==> config.mk <==
export PLATFORM = sky130hd
export DESIGN_NAME = lcd_sequencer_flat
export DESIGN_NICKNAME = d
export VERILOG_FILES = /design/src/rtl/lcd_sequencer_if.sv /design/src/rtl/lcd_sequencer.sv /design/src/flat_wrapper.sv
export SDC_FILE = /design/constraint.sdc
export NUM_CORES = 1
export LEC_CHECK = 0
export CAP_MARGIN = 0
export CORE_AREA = 2 2 101 54
export CTS_BUF_LIST = sky130_fd_sc_hd__clkbuf_16
export CTS_CLUSTER_SIZE = 24
export DETAILED_ROUTE_END_ITERATION = 12
export DIE_AREA = 0 0 103 56
export PLACE_DENSITY = 0.73
export SETUP_SLACK_MARGIN = 0.1
export SLEW_MARGIN = 20
export SYNTH_ARGS = -nofsm -noshare
export SYNTH_HDL_FRONTEND = slang
export SYNTH_SLANG_ARGS = --single-unit
==> constraint.sdc <==
create_clock -name clk -period 2 [get_ports clk]
set_input_delay 0.2 -clock clk [delete_from_list [all_inputs] [get_ports clk]]
set_output_delay 0.2 -clock clk [all_outputs]
set_load 0.02 [all_outputs]
==> src/rtl/lcd_sequencer_if.sv <==
// Byte-level link between the LCD sequencer, its two requesters and the strobe driver.
// The sequencer sits on the slave side; the requester/driver environment is the master.
interface lcd_sequencer_if;
  logic       a_req;
  logic       a_rs;
  logic [7:0] a_data;
  logic       a_ack;
  logic       b_req;
  logic       b_rs;
  logic [7:0] b_data;
  logic       b_ack;
  logic       bus_valid;
  logic       bus_rs;
  logic [7:0] bus_data;
  logic       bus_ready;
  logic       bus_done;
  logic       init_done;
  logic       busy;

  modport master (
    output a_req, a_rs, a_data, b_req, b_rs, b_data, bus_ready, bus_done,
    input  a_ack, b_ack, bus_valid, bus_rs, bus_data, init_done, busy
  );

  modport slave (
    input  a_req, a_rs, a_data, b_req, b_rs, b_data, bus_ready, bus_done,
    output a_ack, b_ack, bus_valid, bus_rs, bus_data, init_done, busy
  );
endinterface

==> src/rtl/lcd_sequencer.sv <==
// HD44780 command sequencer: power-up init, round-robin sharing of the byte bus
// between two requesters, and post-command execution delays.
module lcd_sequencer #(
  parameter int POWERUP_CYC = 750000,
  parameter int CMD_CYC     = 2500,
  parameter int CLEAR_CYC   = 82000,
  parameter int CNT_W       = 20
) (
  input  logic            clk,
  input  logic            rst,
  lcd_sequencer_if.slave  lcd
);

  typedef enum logic [2:0] {
    PWR_WAIT,
    ISSUE,
    XFER,
    HOLD,
    IDLE
  } state_t;

  localparam logic [CNT_W-1:0] PWR_LOAD = CNT_W'(POWERUP_CYC - 1);
  localparam logic [CNT_W-1:0] CMD_LOAD = CNT_W'(CMD_CYC - 1);
  localparam logic [CNT_W-1:0] CLR_LOAD = CNT_W'(CLEAR_CYC - 1);

  state_t           r_state;
  state_t           w_next_state;
  logic [CNT_W-1:0] r_cnt;
  logic [1:0]       r_idx;
  logic             r_last_b;
  logic             r_rs;
  logic [7:0]       r_data;
  logic             r_a_ack;
  logic             r_b_ack;
  logic             r_init_done;
  logic             w_cnt_zero;
  logic             w_grant_a;
  logic             w_grant_b;

  function automatic logic [7:0] init_rom(input logic [1:0] idx);
    case (idx)
      2'd0:    return 8'h38;
      2'd1:    return 8'h0E;
      2'd2:    return 8'h06;
      default: return 8'h01;
    endcase
  endfunction

  // Clear and home need the long execution time; everything else the short one.
  function automatic logic [CNT_W-1:0] hold_load(input logic rs, input logic [7:0] data);
    if (!rs && (data == 8'h01 || data == 8'h02)) return CLR_LOAD;
    return CMD_LOAD;
  endfunction

  assign w_cnt_zero = (r_cnt == '0);
  assign w_grant_a  = lcd.a_req & (~lcd.b_req | r_last_b);
  assign w_grant_b  = lcd.b_req & (~lcd.a_req | ~r_last_b);

  always_ff @(posedge clk) begin
    if (rst) r_state <= PWR_WAIT;
    else     r_state <= w_next_state;
  end

  always_comb begin
    w_next_state = r_state;
    case (r_state)
      PWR_WAIT: if (w_cnt_zero)    w_next_state = ISSUE;
      ISSUE:    if (lcd.bus_ready) w_next_state = XFER;
      XFER:     if (lcd.bus_done)  w_next_state = HOLD;
      HOLD:     if (w_cnt_zero)    w_next_state = (r_idx < 2'd3) ? ISSUE : IDLE;
      IDLE:     if (lcd.a_req || lcd.b_req) w_next_state = ISSUE;
      default:  w_next_state = PWR_WAIT;
    endcase
  end

  // rs/data only change on entry to ISSUE, so the offered byte is stable while valid.
  always_ff @(posedge clk) begin
    if (rst) begin
      r_cnt       <= PWR_LOAD;
      r_idx       <= 2'd0;
      r_last_b    <= 1'b1;
      r_rs        <= 1'b0;
      r_data      <= 8'h00;
      r_a_ack     <= 1'b0;
      r_b_ack     <= 1'b0;
      r_init_done <= 1'b0;
    end else begin
      r_a_ack <= 1'b0;
      r_b_ack <= 1'b0;
      case (r_state)
        PWR_WAIT: begin
          if (w_cnt_zero) begin
            r_rs   <= 1'b0;
            r_data <= init_rom(2'd0);
          end else begin
            r_cnt <= r_cnt - 1'b1;
          end
        end
        XFER: begin
          if (lcd.bus_done) r_cnt <= hold_load(r_rs, r_data);
        end
        HOLD: begin
          if (w_cnt_zero) begin
            if (r_idx < 2'd3) begin
              r_idx  <= r_idx + 2'd1;
              r_rs   <= 1'b0;
              r_data <= init_rom(r_idx + 2'd1);
            end else if (!r_init_done) begin
              r_init_done <= 1'b1;
            end
          end else begin
            r_cnt <= r_cnt - 1'b1;
          end
        end
        IDLE: begin
          if (w_grant_a) begin
            r_rs     <= lcd.a_rs;
            r_data   <= lcd.a_data;
            r_a_ack  <= 1'b1;
            r_last_b <= 1'b0;
          end else if (w_grant_b) begin
            r_rs     <= lcd.b_rs;
            r_data   <= lcd.b_data;
            r_b_ack  <= 1'b1;
            r_last_b <= 1'b1;
          end
        end
        default: ;
      endcase
    end
  end

  always_comb begin
    lcd.bus_valid = (r_state == ISSUE);
    lcd.bus_rs    = r_rs;
    lcd.bus_data  = r_data;
    lcd.a_ack     = r_a_ack;
    lcd.b_ack     = r_b_ack;
    lcd.init_done = r_init_done;
    lcd.busy      = (r_state != IDLE);
  end

endmodule

==> src/flat_wrapper.sv <==
// flat-port wrapper written by rule: the top's interface ports become plain ports
module lcd_sequencer_flat 
#(
  parameter int POWERUP_CYC = 750000,
  parameter int CMD_CYC     = 2500,
  parameter int CLEAR_CYC   = 82000,
  parameter int CNT_W       = 20
)
  (clk, rst, lcd_a_req, lcd_a_rs, lcd_a_data, lcd_b_req, lcd_b_rs, lcd_b_data, lcd_bus_ready, lcd_bus_done, lcd_a_ack, lcd_b_ack, lcd_bus_valid, lcd_bus_rs, lcd_bus_data, lcd_init_done, lcd_busy);
  lcd_sequencer_if lcd_i ();
  input  logic clk;
  input  logic rst;
  input wire logic [$bits(lcd_i.a_req)-1:0] lcd_a_req;
  input wire logic [$bits(lcd_i.a_rs)-1:0] lcd_a_rs;
  input wire logic [$bits(lcd_i.a_data)-1:0] lcd_a_data;
  input wire logic [$bits(lcd_i.b_req)-1:0] lcd_b_req;
  input wire logic [$bits(lcd_i.b_rs)-1:0] lcd_b_rs;
  input wire logic [$bits(lcd_i.b_data)-1:0] lcd_b_data;
  input wire logic [$bits(lcd_i.bus_ready)-1:0] lcd_bus_ready;
  input wire logic [$bits(lcd_i.bus_done)-1:0] lcd_bus_done;
  output wire logic [$bits(lcd_i.a_ack)-1:0] lcd_a_ack;
  output wire logic [$bits(lcd_i.b_ack)-1:0] lcd_b_ack;
  output wire logic [$bits(lcd_i.bus_valid)-1:0] lcd_bus_valid;
  output wire logic [$bits(lcd_i.bus_rs)-1:0] lcd_bus_rs;
  output wire logic [$bits(lcd_i.bus_data)-1:0] lcd_bus_data;
  output wire logic [$bits(lcd_i.init_done)-1:0] lcd_init_done;
  output wire logic [$bits(lcd_i.busy)-1:0] lcd_busy;
  assign lcd_i.a_req = lcd_a_req;
  assign lcd_i.a_rs = lcd_a_rs;
  assign lcd_i.a_data = lcd_a_data;
  assign lcd_i.b_req = lcd_b_req;
  assign lcd_i.b_rs = lcd_b_rs;
  assign lcd_i.b_data = lcd_b_data;
  assign lcd_i.bus_ready = lcd_bus_ready;
  assign lcd_i.bus_done = lcd_bus_done;
  assign lcd_a_ack = lcd_i.a_ack;
  assign lcd_b_ack = lcd_i.b_ack;
  assign lcd_bus_valid = lcd_i.bus_valid;
  assign lcd_bus_rs = lcd_i.bus_rs;
  assign lcd_bus_data = lcd_i.bus_data;
  assign lcd_init_done = lcd_i.init_done;
  assign lcd_busy = lcd_i.busy;
  lcd_sequencer #(.POWERUP_CYC(POWERUP_CYC), .CMD_CYC(CMD_CYC), .CLEAR_CYC(CLEAR_CYC), .CNT_W(CNT_W)) u_core (.clk(clk), .rst(rst), .lcd(lcd_i));
endmodule
==> run metrics, run 1 <==
status=finished, violations left; failing checks=negative setup slack; deepest clock path buffer count=2; layout cells sized above 1=~30%; nets@finish=slightly below 400; Reg power frac=36.5%; initial antenna violation count=0; Synth async-reset ratio=0%; global-route wire length before repair=around 12000 um; RSZ-0062 raised after global routing=yes; Die Area=about 0.0058 mm^2; P_int=about 0.0018 W; Initial DRC Count=215; Post-Synth Simple-Gate Area=29.01%; Vias/cell=~6; diode count=0; # rows=18; final period utilization=100.7%; GP Congestion=between 0.9 and 1; Pwr Density=slightly below 800 mW/mm^2; Worst-Margin Slew=between 0.7 and 0.8 ns; Post-DRT Antenna Nets=0; CTS Hold Bufs=0; Final Power=approximately 0.0027 W; cell count after synthesis=285; Final Hold Viols=0; P_sw=0.0009241 W; Slew Limit Headroom=between 50% and 60%; port bufs=37; setup TNS=-0.02522 ns; Critical Path RT=2.17 ns; total CTS buffers=5; Clock Sinks=38; Switching Fraction=roughly a third; clock network power share=roughly 28%; starting density of the core=between 40% and 50%; Final min period=between 2 and 2.5 ns; Synth Area in Compound Gates=between 20% and 30%; via count=2596; Max-Cap Viols=0; Clk Tree Root Cell=clkbuf_16; clock-pin slew on the worst setup and hold paths=around 0.06 ns; Post-Route Skew=~0.0059 ns; Total Routed Length=7368 um; Mapped Area=approximately 0.0023 mm^2; die height=56 um; vias in the first global route=~2500; Remaining DRCs=0; Wirelength per Cell=around 17 um; Worst EP arrival=2.19 ns; largest net degree at the start of global routing=12; VDD IR max=between 0.4 and 0.5 mV; Layout area overhead=48.22%; Logic pwr share=a little over a third; Setup crit end kind=register; synthesized area per cell=8.021 um^2; post-synthesis mux area share=around 3.7%; I/O pin cnt=38; hold path depth=2; Synth warnings=0; Slew Limit Fails=0; Worst-Skew Late Latency=0.28 ns; All-Layer GR Usage=about a quarter; kind of critical path=reg2reg; number of synthesized flops with an enable pin=0; H-Tree Depth=2; Top FF cell, synth=dfxtp_1; Final HPWL DP=between 5000 and 6000 um; gr ovfl total=0; Crit Path Max Fanout=7; Max Freq=496.7 MHz; final setup violation count=2; R2R depth=6; Leakage Power=about 1.3 nW; #FFs+latches synth=38; sequential fraction of the synthesis area=approximately 33%; Net Count, Synth=~310; Distinct cells, synth=between 50 and 60; core area=roughly 0.0048 mm^2; first drt pass iteration count=7; Synth Area in Adders=2.189%; Hold Path Class=reg2reg; CTS tree=yes; largest family of logic cells by synthesized area=simple AND/OR/NAND/NOR gates; pre-CTS setup slack=-0.04481 ns; CP Launch Type=register; xor and xnor area share after synthesis=2.299%; worst setup margin=-0.01328 ns; Die Width=between 100 and 150 um
layer usage:
metal | global-route usage (%) | vias to the layer above | part of all wire [%]
li1 | - | 1219 | -
met1 | 34.30 | 1231 | 43
met2 | 42.02 | 127 | 49
met3 | 4.146 | 19 | 6.1
met4 | 8.835 | 0 | 2.1
met5 | 0 | - | 0
synth_stat cells, drive strengths merged (2+ instances only):
library cell,count,area (um^2)
dfxtp,38,760.7
nor2,30,112.6
nand2,25,93.84
o21ai,22,110.1
a21oi,14,81.33
inv,13,48.79
nand3,12,60.06
nor3,11,55.05
nor4,11,90.08
clkbuf,9,33.78
a211oi,6,50.05
a31oi,6,37.54
buf,6,47.54
or4,6,48.80
a311o,5,50.05
ha,4,50.05
mux2,4,45.04
mux2i,4,40.04
nor3b,4,35.03
o211ai,4,30.03
or2,4,25.03
or3,4,25.02
xnor2,4,35.03
a211o,3,26.28
and3,3,18.77
o311ai,3,26.28
o31ai,3,22.52
a221o,2,20.02
a31o,2,17.52
and4,2,17.52
nand2b,2,12.51
nand3b,2,15.01
nand4,2,12.51
nor2b,2,12.51
xor2,2,17.52
stage by stage:
| stage | cells | hold slack (ns) | util (%) | instance area [um^2] |
|---|---|---|---|---|
| floorplan | 285 | 0.3650 | - | 2286 |
| global placement | 421 | 0.4550 | 62.10 | 2993 |
| detailed placement | 421 | 0.4545 | 62.10 | 2993 |
| CTS | 431 | 0.4667 | 66.54 | 3207 |
| global route | 433 | 0.4931 | 70.30 | 3388 |
| finish | 433 | 0.4647 | 70.30 | 3388 |
layout make-up:
cell class | instances | area (um^2)
multi-input combinational | 219 | 1595
timing repair buffer | 86 | 752.0
sequential | 38 | 772.0
inverter | 13 | 48.80
tap | 70 | 87.58
clock inverter | 2 | 7.507
fill | 370 | 1431
clock buffer | 5 | 125.1
sequential cells by signal (all words and copies together) (netlist names):
| signal | cells |
|---|---|
| u_core.r_cnt | 20 |
| u_core.lcd.bus_data | 8 |
| u_core.r_state | 3 |
| u_core.r_idx | 2 |
| u_core.lcd.a_ack | 1 |
| u_core.lcd.b_ack | 1 |
| u_core.lcd.bus_rs | 1 |
| u_core.lcd.init_done | 1 |
| u_core.r_last_b | 1 |
final timing paths:
check | slack [ns] | to | startpoint
setup / recovery | -0.01 | u_core.r_cnt[6] | u_core.r_cnt[4]
hold / removal | 0.46 | u_core.lcd.init_done | u_core.lcd.init_done
setup reg to reg | -0.01 | u_core.r_cnt[6] | u_core.r_cnt[4]
hold reg to reg | 0.46 | u_core.lcd.init_done | u_core.lcd.init_done
cell usage in the layout (no fill, tap or decap), types with 6 or more instances in the layout:
cell type | Yosys | routed
buf_4 | 0 | 45
nor2_1 | 30 | 25
nand3_1 | 12 | 11
o21ai_0 | 21 | 15
clkdlybuf4s50_1 | 0 | 36
nor3_1 | 11 | 9
nand2_1 | 25 | 24
inv_1 | 12 | 14
a21oi_1 | 11 | 10
dfxtp_1 | 38 | 33
a31oi_1 | 6 | 6
cells by family (layout without fill, tap and decap cells):
family / after synthesis / in the layout
flops: 38 / 38
fa+ha+maj: 4 / 4
compound gates: 78 / 78
xor+xnor: 6 / 6
mux: 8 / 8
buf+inv: 28 / 106
simple gates: 123 / 123
power groups by stage:
stage                     clock, W  sequential (W)  combinational (W)
final                     0.000743        0.000978           0.000954
after global routing      0.000782        0.000988            0.00103
after floorplan                  0        0.000934           0.000527
after detailed placement         0        0.000967           0.000817
after global placement           0        0.000959           0.000794
after CTS                 0.000745        0.000959           0.000869
critical path, cell delays in order, from the launching register on:
cell     delay, ns
dfxtp_2       0.34
or4_4         0.57
nor4_4        0.30
a21oi_2       0.11
buf_6         0.15
a211o_1       0.26
and3_1        0.18
what timing repair did:
item	CTS	global route
gates resized for setup	21	38
setup buffers	3	2
pin swaps	9	15
endpoints found under the hold margin	0	0
setup endpoints to repair	29	33
No activity file was read; power rests on OpenSTA's default activity.
==> run 2: changes to the inputs <==
- CORE_AREA: 2 2 101 54 -> 2 2 99 53
- CTS_BUF_LIST: sky130_fd_sc_hd__clkbuf_16 -> not set
- DIE_AREA: 0 0 103 56 -> 0 0 101 55
- DONT_BUFFER_PORTS: not set -> 1
- PLACE_DENSITY: 0.73 -> 0.64
==> run metrics, run 2 (synthesis gave the netlist of run 1 again) <==
Final min period=2.025 ns (+0.01178 ns); pre-CTS setup slack=-0.08876 ns (-0.04395 ns); RSZ-0062 raised after global routing=yes; Wirelength per Cell=19.25 um (+13%); Max Freq=493.8 MHz (-0.58%); CP Launch Type=register; first drt pass iteration count=5 (-2); Vias/cell=6.218 (+3.7%); global-route wire length before repair=10930 um (-7.5%); Slew Limit Fails=0 (unchanged); largest net degree at the start of global routing=21 (+9); worst setup margin=-0.02506 ns (-0.01178 ns); Crit Path Max Fanout=8 (+1); Hold Path Class=in2reg; diode count=0 (unchanged); Worst-Margin Slew=0.6829 ns (-0.01782 ns); Post-Route Skew=0.007583 ns (+0.001652 ns); Final HPWL DP=5230 um (+0.73%); Setup crit end kind=register; Critical Path RT=2.19 ns (+0.02 ns); die height=55 um (-1.8%); clock network power share=22.0% (-5.8 points); # rows=18 (unchanged); commonest non-fill, non-tap cell in the layout=buf_4; Clock Sinks=38 (unchanged); Final Hold Viols=0 (unchanged); R2R depth=7 (+1); gr ovfl total=0 (unchanged); Max-Cap Viols=0 (unchanged); final period utilization=101.3% (+0.59 points); status=finished, violations left; Remaining DRCs=0 (unchanged); P_sw=0.0009868 W (+6.8%); CTS tree=yes; CP endpoint=u_core.lcd.bus_data[0]; kind of critical path=reg2reg; All-Layer GR Usage=26.65% (+0.93 points); nets@finish=361 (-7.7%); most frequent cells in the layout=buf_4, dfxtp_1, nand2_1, nor2_1, o21ai_0; max reg flops=20 (unchanged); layout cells sized above 1=38.02% (+8.0 points); P_int=0.001628 W (-7.0%); Switching Fraction=37.75% (+3.2 points); flop2flop setup slack=-0.03 ns (about the same); Reg with most FFs=u_core.r_cnt; GP Congestion=0.8700 (-8.8%); Pwr Density=840.5 mW/mm^2 (+6.5%); Initial DRC Count=209 (-2.8%); Post-DRT Antenna Nets=0 (unchanged); setup TNS=-0.04772 ns (-0.02251 ns); final setup violation count=2 (unchanged); total CTS buffers=5 (unchanged); Total Routed Length=7583 um (+2.9%); Worst-Skew Late Latency=0.29 ns (about the same); starting density of the core=48.33% (+0.90 points); Layout area overhead=36.07%; port bufs=0 (-100%); Clk Tree Root Cell=clkbuf_8; reg-to-reg startpoint=u_core.r_cnt[16]; Die Width=101 um (-1.9%); Fill cells=389 (+5.1%); Reg power frac=36.5% (about the same); Crit. Startpoint=u_core.r_cnt[16]; Worst R2R End=u_core.lcd.bus_data[0]; deepest clock path buffer count=2 (unchanged); failing checks=negative setup slack; vias in the first global route=2035 (-18%); Leakage Power=1.206 nW (-8.3%); clock-pin slew on the worst setup and hold paths=0.08 ns (+0.02 ns); Slew Limit Headroom=54.30% (+1.2 points); Die Area=0.005555 mm^2 (-3.7%); Worst EP arrival=2.22 ns (+0.03 ns); initial antenna violation count=0 (unchanged); via count=2450 (-5.6%); Logic pwr share=41.4% (+5.7 points); I/O pin cnt=38 (unchanged); core area=0.004730 mm^2 (-1.9%); VDD IR max=0.5273 mV (+7.5%); H-Tree Depth=2 (unchanged)
==> run 2: area by class of cell <==
type | instances | area, um^2 | share of cell area (%)
inverter | 13 | 48.80 | 1.569
multi-input combinational | 219 | 1668 | 53.62
sequential | 38 | 770.7 | 24.78
tap | 60 | 75.07 | 2.414
clock inverter | 2 | 12.51 | 0.4023
clock buffer | 6 | 82.58 | 2.655
timing repair buffer | 56 | 452.9 | 14.56
==> run 2: how the worst min path moves through the flow <==
stage / startpoint / endpoint / slack (ns) / cells after the start
finish: rst / u_core.r_cnt[19] / 0.02 / 1
global route: rst / u_core.r_cnt[16] / 0.005 / 1
CTS: rst / u_core.r_cnt[14] / 0.005 / 1
detailed placement: rst / u_core.lcd.bus_data[6] / 0.28 / 1
global placement: rst / u_core.lcd.bus_rs / 0.27 / 1
floorplan: rst / u_core.r_cnt[0] / 0.36 / 2
==> run 2: repair_timing <==
| item | in CTS | in global routing |
|---|---|---|
| pin swaps | 9 | 19 |
| gates cloned | 1 | 0 |
| setup endpoints to repair | 25 | 32 |
| gates resized for setup | 27 | 47 |
| hold buffers | 1 | 1 |
| buffers inserted | 3 | 5 |
| hold endpoints to repair | 12 | 2 |
==> run 2: through the flow <==
| stage | cells | hold WS, ns | utilization (%) | cell area (um^2) | total power (W) |
|---|---|---|---|---|---|
| 2_1_floorplan | 285 | 0.3650 | - | 2286 | 0.001462 |
| 3_3_place_gp | 376 | 0.2740 | 55.50 | 2625 | 0.001788 |
| 3_5_place_dp | 376 | 0.2776 | 55.50 | 2625 | 0.001796 |
| 4_1_cts | 388 | 0.004940 | 60.37 | 2855 | 0.002433 |
| 5_1_grt | 394 | 0.005200 | 65.77 | 3110 | 0.002742 |
| 6_report | 394 | 0.01891 | 65.77 | 3110 | 0.002614 |
==> run 2: power groups by stage <==
stage | Combinational (W) | Sequential [W] | Clock (W)
3_3_place_gp | 0.000851 | 0.000937 | 0
6_report | 0.00108 | 0.000955 | 0.000575
4_1_cts | 0.000930 | 0.000928 | 0.000576
2_1_floorplan | 0.000527 | 0.000934 | 0
5_1_grt | 0.00116 | 0.000962 | 0.000620
3_5_place_dp | 0.000857 | 0.000939 | 0
==> run 2: routing by layer <==
layer	global-route usage (%)	up-vias	wire, um
met5	0	-	0
met4	5.631	0	51
met3	7.161	7	694
met2	32.56	113	2897
met1	43.50	1167	3940
li1	-	1163	-
==> run 2: worst max-delay path, cell delays in order, from the launching register on <==
cell and delay [ns]:
dfxtp_1 0.34, or4_4 0.57, buf_4 0.16, buf_6 0.12
nor2_4 0.11, a21oi_4 0.12, or2_4 0.28, o211a_1 0.23
